<file path="config.mk">
export PLATFORM = sky130hd
export DESIGN_NAME = reg_bus_arbiter
export DESIGN_NICKNAME = d
export VERILOG_FILES = /design/src/rtl/reg_bus_arbiter.sv
export SDC_FILE = /design/constraint.sdc
export NUM_CORES = 1
export LEC_CHECK = 0
export ABC_AREA = 1
export CAP_MARGIN = 10
export CORE_MARGIN = 3
export CORE_UTILIZATION = 30
export DETAILED_ROUTE_END_ITERATION = 10
export GPL_TIMING_DRIVEN = 0
export PLACE_DENSITY = 0.73
export SLEW_MARGIN = 20
export SYNTH_ARGS = -nofsm -noshare
export SYNTH_HDL_FRONTEND = slang
export SYNTH_SLANG_ARGS = --single-unit
</file>
<file path="constraint.sdc">
create_clock -name clk_i -period 1.4 [get_ports clk_i]
set_input_delay 0.28 -clock clk_i [delete_from_list [all_inputs] [get_ports clk_i]]
set_output_delay 0.28 -clock clk_i [all_outputs]
set_load 0.05 [all_outputs]
</file>
<file path="src/rtl/reg_bus_arbiter.sv">
// Round-robin arbiter sharing one register-bus target
// among NUM_REQ requesters, one transaction at a time.
module reg_bus_arbiter #(
  parameter int NUM_REQ    = 2,
  parameter int ADDR_WIDTH = 64,
  parameter int TIMEOUT    = 1024
) (
  input  logic                          clk_i,
  input  logic                          rst_i,
  input  logic [NUM_REQ-1:0]            req_valid_i,
  input  logic [NUM_REQ-1:0]            req_write_i,
  input  logic [NUM_REQ*ADDR_WIDTH-1:0] req_addr_i,
  input  logic [NUM_REQ*32-1:0]         req_wdata_i,
  input  logic [NUM_REQ*4-1:0]          req_wstrb_i,
  output logic [NUM_REQ-1:0]            req_ready_o,
  output logic [31:0]                   rsp_rdata_o,
  output logic                          rsp_error_o,
  output logic                          reg_valid_o,
  output logic                          reg_write_o,
  output logic [ADDR_WIDTH-1:0]         reg_addr_o,
  output logic [31:0]                   reg_wdata_o,
  output logic [3:0]                    reg_wstrb_o,
  input  logic                          reg_ready_i,
  input  logic [31:0]                   reg_rdata_i,
  input  logic                          reg_error_i
);

  localparam int PW = (NUM_REQ > 1) ? $clog2(NUM_REQ) : 1;
  localparam int CW = (TIMEOUT > 1) ? $clog2(TIMEOUT) : 1;
  localparam logic [CW-1:0] CNT_LAST =
    CW'((TIMEOUT > 0) ? (TIMEOUT - 1) : 0);
  localparam logic [PW-1:0] PTR_LAST = PW'(NUM_REQ - 1);
  localparam logic [PW:0]   PTR_MOD  = (PW+1)'(NUM_REQ);

  typedef enum logic [1:0] {
    IDLE = 2'd0,
    BUSY = 2'd1,
    RESP = 2'd2
  } state_t;

  state_t state;
  state_t state_nxt;

  logic [PW-1:0]           rr_ptr;
  logic [PW-1:0]           grant;
  logic [PW-1:0]           pick;
  logic [PW-1:0]           pick_off;
  logic [PW:0]             pick_sum;
  logic [2*NUM_REQ-1:0]    valid_dbl;
  logic [2*NUM_REQ-1:0]    valid_rot;
  logic                    any_req;
  logic [CW-1:0]           cnt;
  logic                    expire;

  logic                    lat_write;
  logic [ADDR_WIDTH-1:0]   lat_addr;
  logic [31:0]             lat_wdata;
  logic [3:0]              lat_wstrb;
  logic [31:0]             cap_rdata;
  logic                    cap_error;

  assign valid_dbl = {req_valid_i, req_valid_i};
  assign valid_rot = valid_dbl >> rr_ptr;
  assign any_req   = |req_valid_i;
  assign expire    = (TIMEOUT != 0) && (cnt == CNT_LAST);

  // Find first valid requester at or above rr_ptr, with wrap.
  always_comb begin
    pick_off = '0;
    for (int i = NUM_REQ - 1; i >= 0; i--) begin
      if (valid_rot[i]) begin
        pick_off = PW'(i);
      end
    end
    pick_sum = {1'b0, rr_ptr} + {1'b0, pick_off};
    if (pick_sum >= PTR_MOD) begin
      pick_sum = pick_sum - PTR_MOD;
    end
    pick = pick_sum[PW-1:0];
  end

  // FSM state register.
  always_ff @(posedge clk_i) begin
    if (rst_i) begin
      state <= IDLE;
    end else begin
      state <= state_nxt;
    end
  end

  // FSM next-state logic.
  always_comb begin
    state_nxt = state;
    unique case (state)
      IDLE: begin
        if (any_req) begin
          state_nxt = BUSY;
        end
      end
      BUSY: begin
        if (reg_ready_i || expire) begin
          state_nxt = RESP;
        end
      end
      RESP: begin
        state_nxt = IDLE;
      end
      default: begin
        state_nxt = IDLE;
      end
    endcase
  end

  // Grant, payload latch, wait counter, response capture, pointer.
  always_ff @(posedge clk_i) begin
    if (rst_i) begin
      rr_ptr    <= '0;
      grant     <= '0;
      cnt       <= '0;
      lat_write <= 1'b0;
      lat_addr  <= '0;
      lat_wdata <= '0;
      lat_wstrb <= '0;
      cap_rdata <= '0;
      cap_error <= 1'b0;
    end else begin
      unique case (state)
        IDLE: begin
          if (any_req) begin
            grant     <= pick;
            cnt       <= '0;
            lat_write <= req_write_i[pick];
            lat_addr  <= req_addr_i[int'(pick)*ADDR_WIDTH +: ADDR_WIDTH];
            lat_wdata <= req_wdata_i[int'(pick)*32 +: 32];
            lat_wstrb <= req_wstrb_i[int'(pick)*4 +: 4];
          end
        end
        BUSY: begin
          if (reg_ready_i) begin
            cap_rdata <= reg_rdata_i;
            cap_error <= reg_error_i;
          end else if (expire) begin
            cap_rdata <= '0;
            cap_error <= 1'b1;
          end else begin
            cnt <= cnt + CW'(1);
          end
        end
        RESP: begin
          rr_ptr <= (grant == PTR_LAST) ? '0 : grant + PW'(1);
        end
        default: begin
          rr_ptr <= rr_ptr;
        end
      endcase
    end
  end

  // Outputs decoded from state; everything idles at zero.
  always_comb begin
    req_ready_o = '0;
    rsp_rdata_o = '0;
    rsp_error_o = 1'b0;
    reg_valid_o = 1'b0;
    reg_write_o = 1'b0;
    reg_addr_o  = '0;
    reg_wdata_o = '0;
    reg_wstrb_o = '0;
    unique case (state)
      BUSY: begin
        reg_valid_o = 1'b1;
        reg_write_o = lat_write;
        reg_addr_o  = lat_addr;
        reg_wdata_o = lat_wdata;
        reg_wstrb_o = lat_wstrb;
      end
      RESP: begin
        req_ready_o = NUM_REQ'(1) << grant;
        rsp_rdata_o = cap_rdata;
        rsp_error_o = cap_error;
      end
      default: begin
        req_ready_o = '0;
      end
    endcase
  end

endmodule

</file>
==> results of run 1 <==
-- cell type report --
| class | instances | area (µm²) | area share (%) |
|---|---|---|---|
| plain buffers | 82 | 749.5 | 4.875 |
| clock buffers | 19 | 452.9 | 2.946 |
| clock inverters | 13 | 162.7 | 1.058 |
| inverters | 354 | 1344 | 8.741 |
| multi-input cells | 738 | 4496 | 29.24 |
| flip-flops and latches | 148 | 2977 | 19.36 |
| well taps | 335 | 419.2 | 2.726 |
| repair buffers | 421 | 4762 | 30.98 |
| repair inverters | 1 | 11.26 | 0.07325 |
-- kinds of logic (layout without fill, tap and decap cells) --
kind of cell	count (synthesis)	after routing	synth area share, %
compound gates	351	351	22.35
fa+ha+maj	1	1	0.1569
buf+inv	436	890	21.39
flops	148	148	37.16
simple gates	385	386	18.94
-- power groups by stage --
| stage | clock, µW | sequential (µW) | combinational [µW] |
|---|---|---|---|
| final | 4810 | 4740 | 5100 |
| after CTS | 4930 | 4740 | 4700 |
| after global placement | 0 | 4820 | 3850 |
| after floorplan | 0 | 4800 | 2350 |
| after detailed placement | 0 | 4830 | 3900 |
| after global routing | 5080 | 4770 | 5500 |
-- layout by cell type (no fill, tap or decap), drive strengths merged --
master	synthesis	layout
a21oi	244	244
buf	53	229
bufinv	0	2
clkbuf	29	55
clkdlybuf4s50	0	237
clkinv	2	4
clkinvlp	0	1
dfxtp	148	148
dlygate4sd2	0	1
ha	1	1
inv	352	361
nand2	206	207
nand3	14	14
nand3b	2	2
nand4	1	1
nor2	161	161
nor3b	1	1
o21ai	106	106
o31ai	1	1
-- sequential cells by signal, summed over array words and instances, names as in the netlist --
signal,cells
cap_error,1
cap_rdata,32
cnt,10
grant,1
lat_addr,64
lat_wdata,32
lat_write,1
lat_wstrb,4
rr_ptr,1
state,2
-- worst min path at each step --
stage                                          from  slack, ps                         end
after floorplan                      reg_rdata_i[0]        430   cap_rdata[0]$_SDFFE_PP0P_
after global placement          cnt[4]$_SDFFE_PP0P_        440         cnt[4]$_SDFFE_PP0P_
after detailed placement  cap_rdata[4]$_SDFFE_PP0P_        450   cap_rdata[4]$_SDFFE_PP0P_
after CTS                           reg_rdata_i[22]        400  cap_rdata[22]$_SDFFE_PP0P_
after global routing                reg_rdata_i[21]        410  cap_rdata[21]$_SDFFE_PP0P_
final                               reg_rdata_i[22]        420  cap_rdata[22]$_SDFFE_PP0P_
-- layer usage --
metal | global-route usage [%] | routed length [µm] | vias up
met5 | 0 | 22 | -
met4 | 6.916 | 847 | 4
met3 | 5.815 | 2283 | 61
met2 | 38.33 | 17170 | 317
met1 | 24.83 | 12930 | 4410
li1 | - | - | 4833
-- stage by stage --
stage | std cells | total power, µW | cell area, µm² | setup TNS, ps | hold slack [ps]
final | 2111 | 14650 | 15370 | -83860 | 417.9
after global routing | 2111 | 15360 | 15370 | -105030 | 405.7
after CTS | 2092 | 14370 | 14570 | -78090 | 395.6
after detailed placement | 2031 | 8729 | 12540 | -209130 | 451.7
after global placement | 2031 | 8670 | 12540 | -206890 | 442.1
after floorplan | 1321 | 7148 | 8372 | -29770 | 427.3
-- tightest hold or removal path: cells and delay by family --
family / cells / cell delay [ps]
and+or+nand+nor: 1 / 60
AOI/OAI and AO/OA: 1 / 50
buffers and inverters: 1 / 390
-- what timing repair did --
action | CTS | global route
pin swaps | 10 | 17
gates resized for setup | 1210 | 148
gates cloned | 11 | 5
buffers inserted | 18 | 16
setup endpoints to repair | 284 | 284
==> reports/qor.csv, run 1 <==
metric,value,unit
dieHeight,169.0,µm
synth-edff-count,0,
drv_slew,0,
worst_pin_slew,693.8,ps
cts.sinks,148,
reg2reg_from,state[1]$_SDFFE_PP0P_,
ys_top_cells_by_area,"dfxtp_1 37%, inv_1 17%, a21oi_1 15%",
swShare,34.29,%
pre_cts_slack,-1067,ps
rsz0062_at_grt,yes,
violations,negative setup slack,
crit_type,reg -> out,
drt-total-wl,33260,µm
crit_fanout,5,
fillCellCount,2373,
grt_usage,21.43,%
gp_congestion,0.8928,
post-route-period-util,138.2,%
avgViaCountPerCell,4.559,
grt_pass1_vias,9332,
seqPwrFrac,32.4,%
yosys.area.top_type_share,37.16,%
drive_gt1_share,26.30,%
clk_pin_slew,70,ps
grt_max_degree,17,
whs_path_depth,3,
vias,9625,
cts_root_buf,clkbuf_16,
startpoint_type,flip-flop,
cts.path.max_buffers,2,
path_cells,"inv_4, nand2_8, clkbuf_16, buf_12, buf_16, nor2_4, buf_8",
hold_buffers,0,
crit_arrival,1650,ps
p_clk_share,32.8,%
dp_hpwl,23360,µm
cap_violations,0,
synth_most_common_cell,inv_1,
cp-end-kind,output port,
grt_pass1_wl,49050,µm
setup_slack,-534.1,ps
synthFlopType,dfxtp_1,
synth_common_cells,"351 x inv_1, 241 x a21oi_1, 202 x nand2_1",
r2r_end,cnt[7]$_SDFFE_PP0P_,
crit_start,state[1]$_SDFFE_PP0P_,
coreArea,0.02606,mm²
worstHoldPathType,in -> reg,
dieArea,0.02857,mm²
synth_area_per_cell,6.035,µm²
syn_to_final_growth,92.83,%
io_pins,377,
clock_skew,10.04,ps
synthArstFlopShare,0,%
cpLargestDelayFamily,buffers and inverters,
drc_errors,0,
power-per-cell-area,953.3,mW/mm²
fmax,517.0,MHz
insertion_delay,420,ps
ys_ff_latch,148,
die-width,169.0,µm
netlist_instances,1321,
p_int,9630,µW
n_antenna_cell,0,
crit_end,reg_addr_o[31],
fin_nets,2004,
switchingPower,5025,µW
ant_nets,0,
r2r_cells,11,
cts_buffers,17,
period_needed,1934,ps
ys_types,26,
cellLeakagePower,0.006920,µW
htreeDepth,4,
max_stage_delay,340,ps
slew_headroom,53.75,%
synth_warnings,0,
status,"finished, violations left",
pwr-share-comb,34.8,%
synth_top_area_cell,dfxtp_1,
tritoncts,yes,
yosysSeqAreaShare,37.16,%
rrSetupSlack,-310,ps
syn_nets,1562,
path_buf_inv,5,
cp.depth,7,
drt_iter0_drc,459,
vdd_drop_max,717.1,µV
netlist_area,0.007973,mm²
wire_per_inst,15.75,µm
final_util,59.00,%
antenna_found_initial,2,
first_pass_iters,5,
grt.overflow.total,0,
required,1120,ps
finalSetupViolCount,281,
finalHoldViolations,0,
port_buffers,375,
critPathSlowestCell,dfxtp_2,
core.rowCount,59,
start_util,30.59,%
(Power assumes the default switching activity.)
==> run 2: changes to the inputs <==
- GPL_TIMING_DRIVEN: 0 -> 1
==> run 2 against run 1 <==
Compared with the run above: the flow still finishes with violations (negative setup slack); power is 1.6% higher; non-clock buffer count is 19 lower; sequential share of layout area is 1.2 points lower; sequential power hardly changed; utilization is 3.8 points higher; critical endpoint is now reg_addr_o[8].
==> reports/qor.csv, run 2 (same netlist as run 1, synthesis figures left out) <==
metric,value,unit
status,"finished, violations left",
violations,negative setup slack,
dp_hpwl,21820,µm
finalHoldViolations,0,
largest_register_ffs,64,
hold_buffers,0,
ant_nets,0,
final_cell_area,0.01636,mm²
grt.overflow.total,0,
layout_commonest_cell,inv_1,
grt_pass1_vias,9317,
dieHeight,169.0,µm
cts.path.max_buffers,2,
grt_pass1_wl,45790,µm
syn_to_final_growth,105.1,%
avgViaCountPerCell,4.538,
power-per-cell-area,910.5,mW/mm²
crit_type,reg -> out,
crit_arrival,1540,ps
antenna_found_initial,0,
port_buffers,376,
slew_headroom,70.77,%
wire_per_inst,14.38,µm
first_pass_iters,5,
cellLeakagePower,0.007150,µW
crit_fanout,18,
vias,9484,
n_antenna_cell,0,
final_util,62.76,%
finalSetupViolCount,268,
cap_violations,0,
top_regs,"lat_addr x64, cap_rdata x32, lat_wdata x32",
startpoint_type,flip-flop,
rrSetupSlack,-200,ps
worstHoldPathType,in -> reg,
cp-end-kind,output port,
worst_pin_slew,438.4,ps
final_cell_mix,"350 x inv_1, 237 x clkdlybuf4s50_1, 231 x a21oi_1",
die-width,169.0,µm
grt_max_degree,63,
dieArea,0.02857,mm²
htreeDepth,4,
clk_pin_slew,60,ps
cts.sinks,148,
insertion_delay,410,ps
cts_root_buf,clkbuf_16,
setup_slack,-420.5,ps
core.rowCount,59,
vdd_drop_max,748.0,µV
drt_iter0_drc,366,
cts_buffers,17,
grt_usage,19.76,%
finalSetupTns,-60650,ps
period_needed,1821,ps
start_util,30.59,%
rsz0062_at_grt,yes,
gp_congestion,0.8687,
post-route-period-util,130.0,%
drt-total-wl,30050,µm
tritoncts,yes,
clock_skew,11.34,ps
drc_errors,0,
fmax,549.3,MHz
coreArea,0.02606,mm²
drv_slew,0,
drive_gt1_share,25.75,%
fin_nets,1983,
required,1120,ps
place_area,0.01440,mm²
io_pins,377,
regMostFlops,lat_addr,
run 2: cell count changes in the layout (fill, tap and decap cells not counted), sizes merged:
| cell | before | now |
|---|---|---|
| buf | 229 | 239 |
| clkbuf | 55 | 24 |
| inv | 361 | 362 |
| dlymetal6s2s | 0 | 1 |
| dlygate4sd2 | 1 | 0 |
| bufinv | 2 | 3 |
| clkinv | 4 | 3 |
| nand2 | 207 | 206 |
run 2: cell type report:
cell class | instances | area (µm²)
Tap cell | 335 | 419.2
Timing Repair Buffer | 484 | 6579
Clock buffer | 17 | 425.4
Clock inverter | 15 | 201.4
Multi-Input combinational cell | 737 | 4418
Inverter | 354 | 1339
Sequential cell | 148 | 2974
Fill cell | 2146 | 9703
run 2: metal layers:
| metal | wire length (µm) | GRT usage (%) |
|---|---|---|
| met1 | 11550 | 22.42 |
| met2 | 15670 | 35.81 |
| met3 | 2059 | 5.511 |
| met4 | 757 | 6.351 |
| met5 | 0 | 0 |
run 2: where the power goes:
part	switching (µW)	internal, µW	leakage [µW]
clock network	1990	2890	0.000306
registers	125	4620	0.00122
logic	2790	2470	0.00562
run 2: critical path: stages (launching register included):
cell	delay, ps
dfxtp_2	330
inv_4	70
nand2_4	100
buf_12	180
buf_16	170
nor2_4	120
buf_12	150
run 2: final timing paths:
| check | start | endpoint | cells past startpoint |
|---|---|---|---|
| worst max register to register | state[1]$_SDFFE_PP0P_ | cap_rdata[12]$_SDFFE_PP0P_ | 9 |
| worst min register to register | cap_rdata[10]$_SDFFE_PP0P_ | cap_rdata[10]$_SDFFE_PP0P_ | 2 |
| worst max-delay path | state[1]$_SDFFE_PP0P_ | reg_addr_o[8] | 6 |
| worst min-delay path | rst_i | state[0]$_SDFFE_PP0P_ | 3 |
run 2: timing repair:
| action | 4_1_cts | 5_1_grt |
|---|---|---|
| setup endpoints to repair | 238 | 281 |
| gates resized for setup | 197 | 35 |
| cloned | 6 | 7 |
| pin swaps | 4 | 4 |
| buffers inserted | 7 | 10 |
| endpoints found under the hold margin | 0 | 0 |
run 2: stage by stage:
| step | hold slack, ps | total power [µW] | cells | worst slack, ps |
|---|---|---|---|---|
| 3_5_place_dp | 445.0 | 9404 | 2028 | -517.0 |
| 5_1_grt | 399.0 | 15700 | 2090 | -501.6 |
| 4_1_cts | 392.0 | 14840 | 2073 | -432.9 |
| 2_1_floorplan | 427.3 | 7148 | 1321 | -334.9 |
| 3_3_place_gp | 445.8 | 9324 | 2028 | -481.9 |
| 6_report | 414.6 | 14890 | 2090 | -420.5 |
==> run 3: changes to the inputs <==
- CORE_ASPECT_RATIO: default -> 0.75
==> run 3 against run 2 <==
Compared with the run above: register-to-register slack barely moved; die area barely moved; the flow still finishes with violations (negative setup slack); clock power fell by 5.9%; sequential share of layout area fell by 0.14 points; hold slack got worse by 170 ps; sequential cell count did not move; cell area rose by 0.63%; cell count rose by 0.53%.
==> reports/qor.csv, run 3 (same netlist as run 1, synthesis figures left out) <==
metric,value,unit
clk_pin_slew,60,ps
wire_per_inst,15.16,µm
dieHeight,147.2,µm
vias,9617,
cts_root_buf,clkbuf_16,
port_buffers,376,
clock_skew,10.18,ps
worstHoldPathType,in -> reg,
grt.overflow.total,0,
vdd_drop_max,835.9,µV
drc_errors,0,
crit_fanout,8,
rsz0062_at_grt,yes,
cts_buffers,17,
pwr-share-comb,36.7,%
hold_slack,246.5,ps
required,1120,ps
fin_nets,1985,
period_needed,1913,ps
drive_gt1_share,26.52,%
cts.sinks,148,
drt_iter0_drc,453,
crit_top_cell,nor2_4,
post-route-period-util,136.6,%
grt_pass1_vias,9518,
seqPwrFrac,32.2,%
regMostFlops,lat_addr,
max_stage_delay,380,ps
crit_type,reg -> out,
tritoncts,yes,
crit_arrival,1630,ps
n_antenna_cell,0,
core.rowCount,51,
drt-total-wl,31850,µm
avgViaCountPerCell,4.577,
cts.path.max_buffers,2,
dp_hpwl,21900,µm
final_cell_mix,"349 x inv_1, 238 x clkdlybuf4s50_1, 232 x a21oi_1",
path_cells,"nor2_4, clkinv_4, clkbuf_16, nor2_4, buf_12",
hold_buffers,0,
setup_slack,-512.6,ps
violations,negative setup slack,
cellLeakagePower,0.007161,µW
cap_violations,0,
cp-end-kind,output port,
layout_commonest_cell,inv_1,
top_regs,"lat_addr x64, cap_rdata x32, lat_wdata x32",
status,"finished, violations left",
critPathSlowestCell,dfxtp_4,
worst_pin_slew,337.7,ps
syn_to_final_growth,106.4,%
fmax,522.9,MHz
dieArea,0.02859,mm²
multi_input_area,0.004526,mm²
htreeDepth,4,
p_total,14770,µW
fillCellCount,2116,
switchingPower,4942,µW
p_clk_share,31.1,%
finalHoldViolations,0,
startpoint_type,flip-flop,
die-width,194.2,µm
slew_headroom,77.40,%
register_area,0.002970,mm²
grt_pass1_wl,47380,µm
ant_nets,0,
coreArea,0.02604,mm²
grt_max_degree,60,
grt_usage,20.40,%
io_pins,377,
start_util,30.62,%
finalSetupViolCount,273,
insertion_delay,430,ps
largest_register_ffs,64,
gp_congestion,0.8743,
first_pass_iters,5,
power-per-cell-area,897.5,mW/mm²
drv_slew,0,
p_int,9830,µW
swShare,33.45,%
antenna_found_initial,0,
run 3: cell types whose count changed in the layout (fill, tap and decap cells not counted), sizes merged, moves of 2 or more:
| cell | previous run | this run |
|---|---|---|
| clkinv | 3 | 9 |
| clkinvlp | 1 | 3 |
| inv | 362 | 353 |
| clkbuf | 24 | 27 |
run 3: worst paths after layout:
check                             from  cells past startpoint  slack, ps                   endpoint
max              state[0]$_SDFFE_PP0P_                      5       -510            rsp_rdata_o[30]
min                              rst_i                      4        250  lat_addr[38]$_SDFFE_PP0P_
max reg2reg      state[1]$_SDFFE_PP0P_                     10       -190        cnt[5]$_SDFFE_PP0P_
min reg2reg  cap_rdata[6]$_SDFFE_PP0P_                      2        460  cap_rdata[6]$_SDFFE_PP0P_
run 3: per-layer routing:
layer / up-vias / share of wire (%) / track usage, %
li1: 4814 / - / -
met1: 4436 / 39 / 23.92
met2: 319 / 51 / 35.87
met3: 48 / 7.2 / 6.350
met4: 0 / 2.5 / 6.279
met5: - / 0 / 0
run 3: per-stage QoR:
| step | setup WS (ps) | setup TNS, ps | std cells | cell area (µm²) | util, % |
|---|---|---|---|---|---|
| floorplan | -334.9 | -29770 | 1321 | 8372 | - |
| global placement | -436.8 | -52200 | 2049 | 14500 | 55.68 |
| detailed placement | -471.9 | -57110 | 2049 | 14500 | 55.68 |
| CTS | -510.0 | -69140 | 2089 | 15870 | 60.96 |
| global route | -572.0 | -91420 | 2101 | 16460 | 63.22 |
| finish | -512.6 | -69610 | 2101 | 16460 | 63.22 |
run 3: worst max-delay path: cells and delay by family (launching register included):
kind / cells / cell delay (ps)
flops: 1 / 380
buf+inv: 3 / 540
simple gates: 2 / 280
run 3: layout make-up:
type | instances | share of cell area [%]
multi-input combinational | 738 | 27.50
timing repair buffer | 485 | 40.17
inverter | 354 | 8.165
sequential | 148 | 18.05
clock buffer | 19 | 2.691
clock inverter | 13 | 0.8134
tap | 344 | 2.615
run 3: power by group through the flow:
stage          clock [µW]  combinational [µW]  sequential (µW)
6_report             4590                5430             4750
2_1_floorplan           0                2350             4800
5_1_grt              4870                5830             4780
3_5_place_dp            0                4630             4840
3_3_place_gp            0                4560             4820
4_1_cts              4690                5080             4750
run 3: repair_timing:
| action | 4_1_cts | 5_1_grt |
|---|---|---|
| buffers inserted | 4 | 5 |
| endpoints found under the setup margin | 250 | 281 |
| resized for setup | 183 | 88 |
| pin swaps | 4 | 25 |
| gates cloned | 4 | 10 |
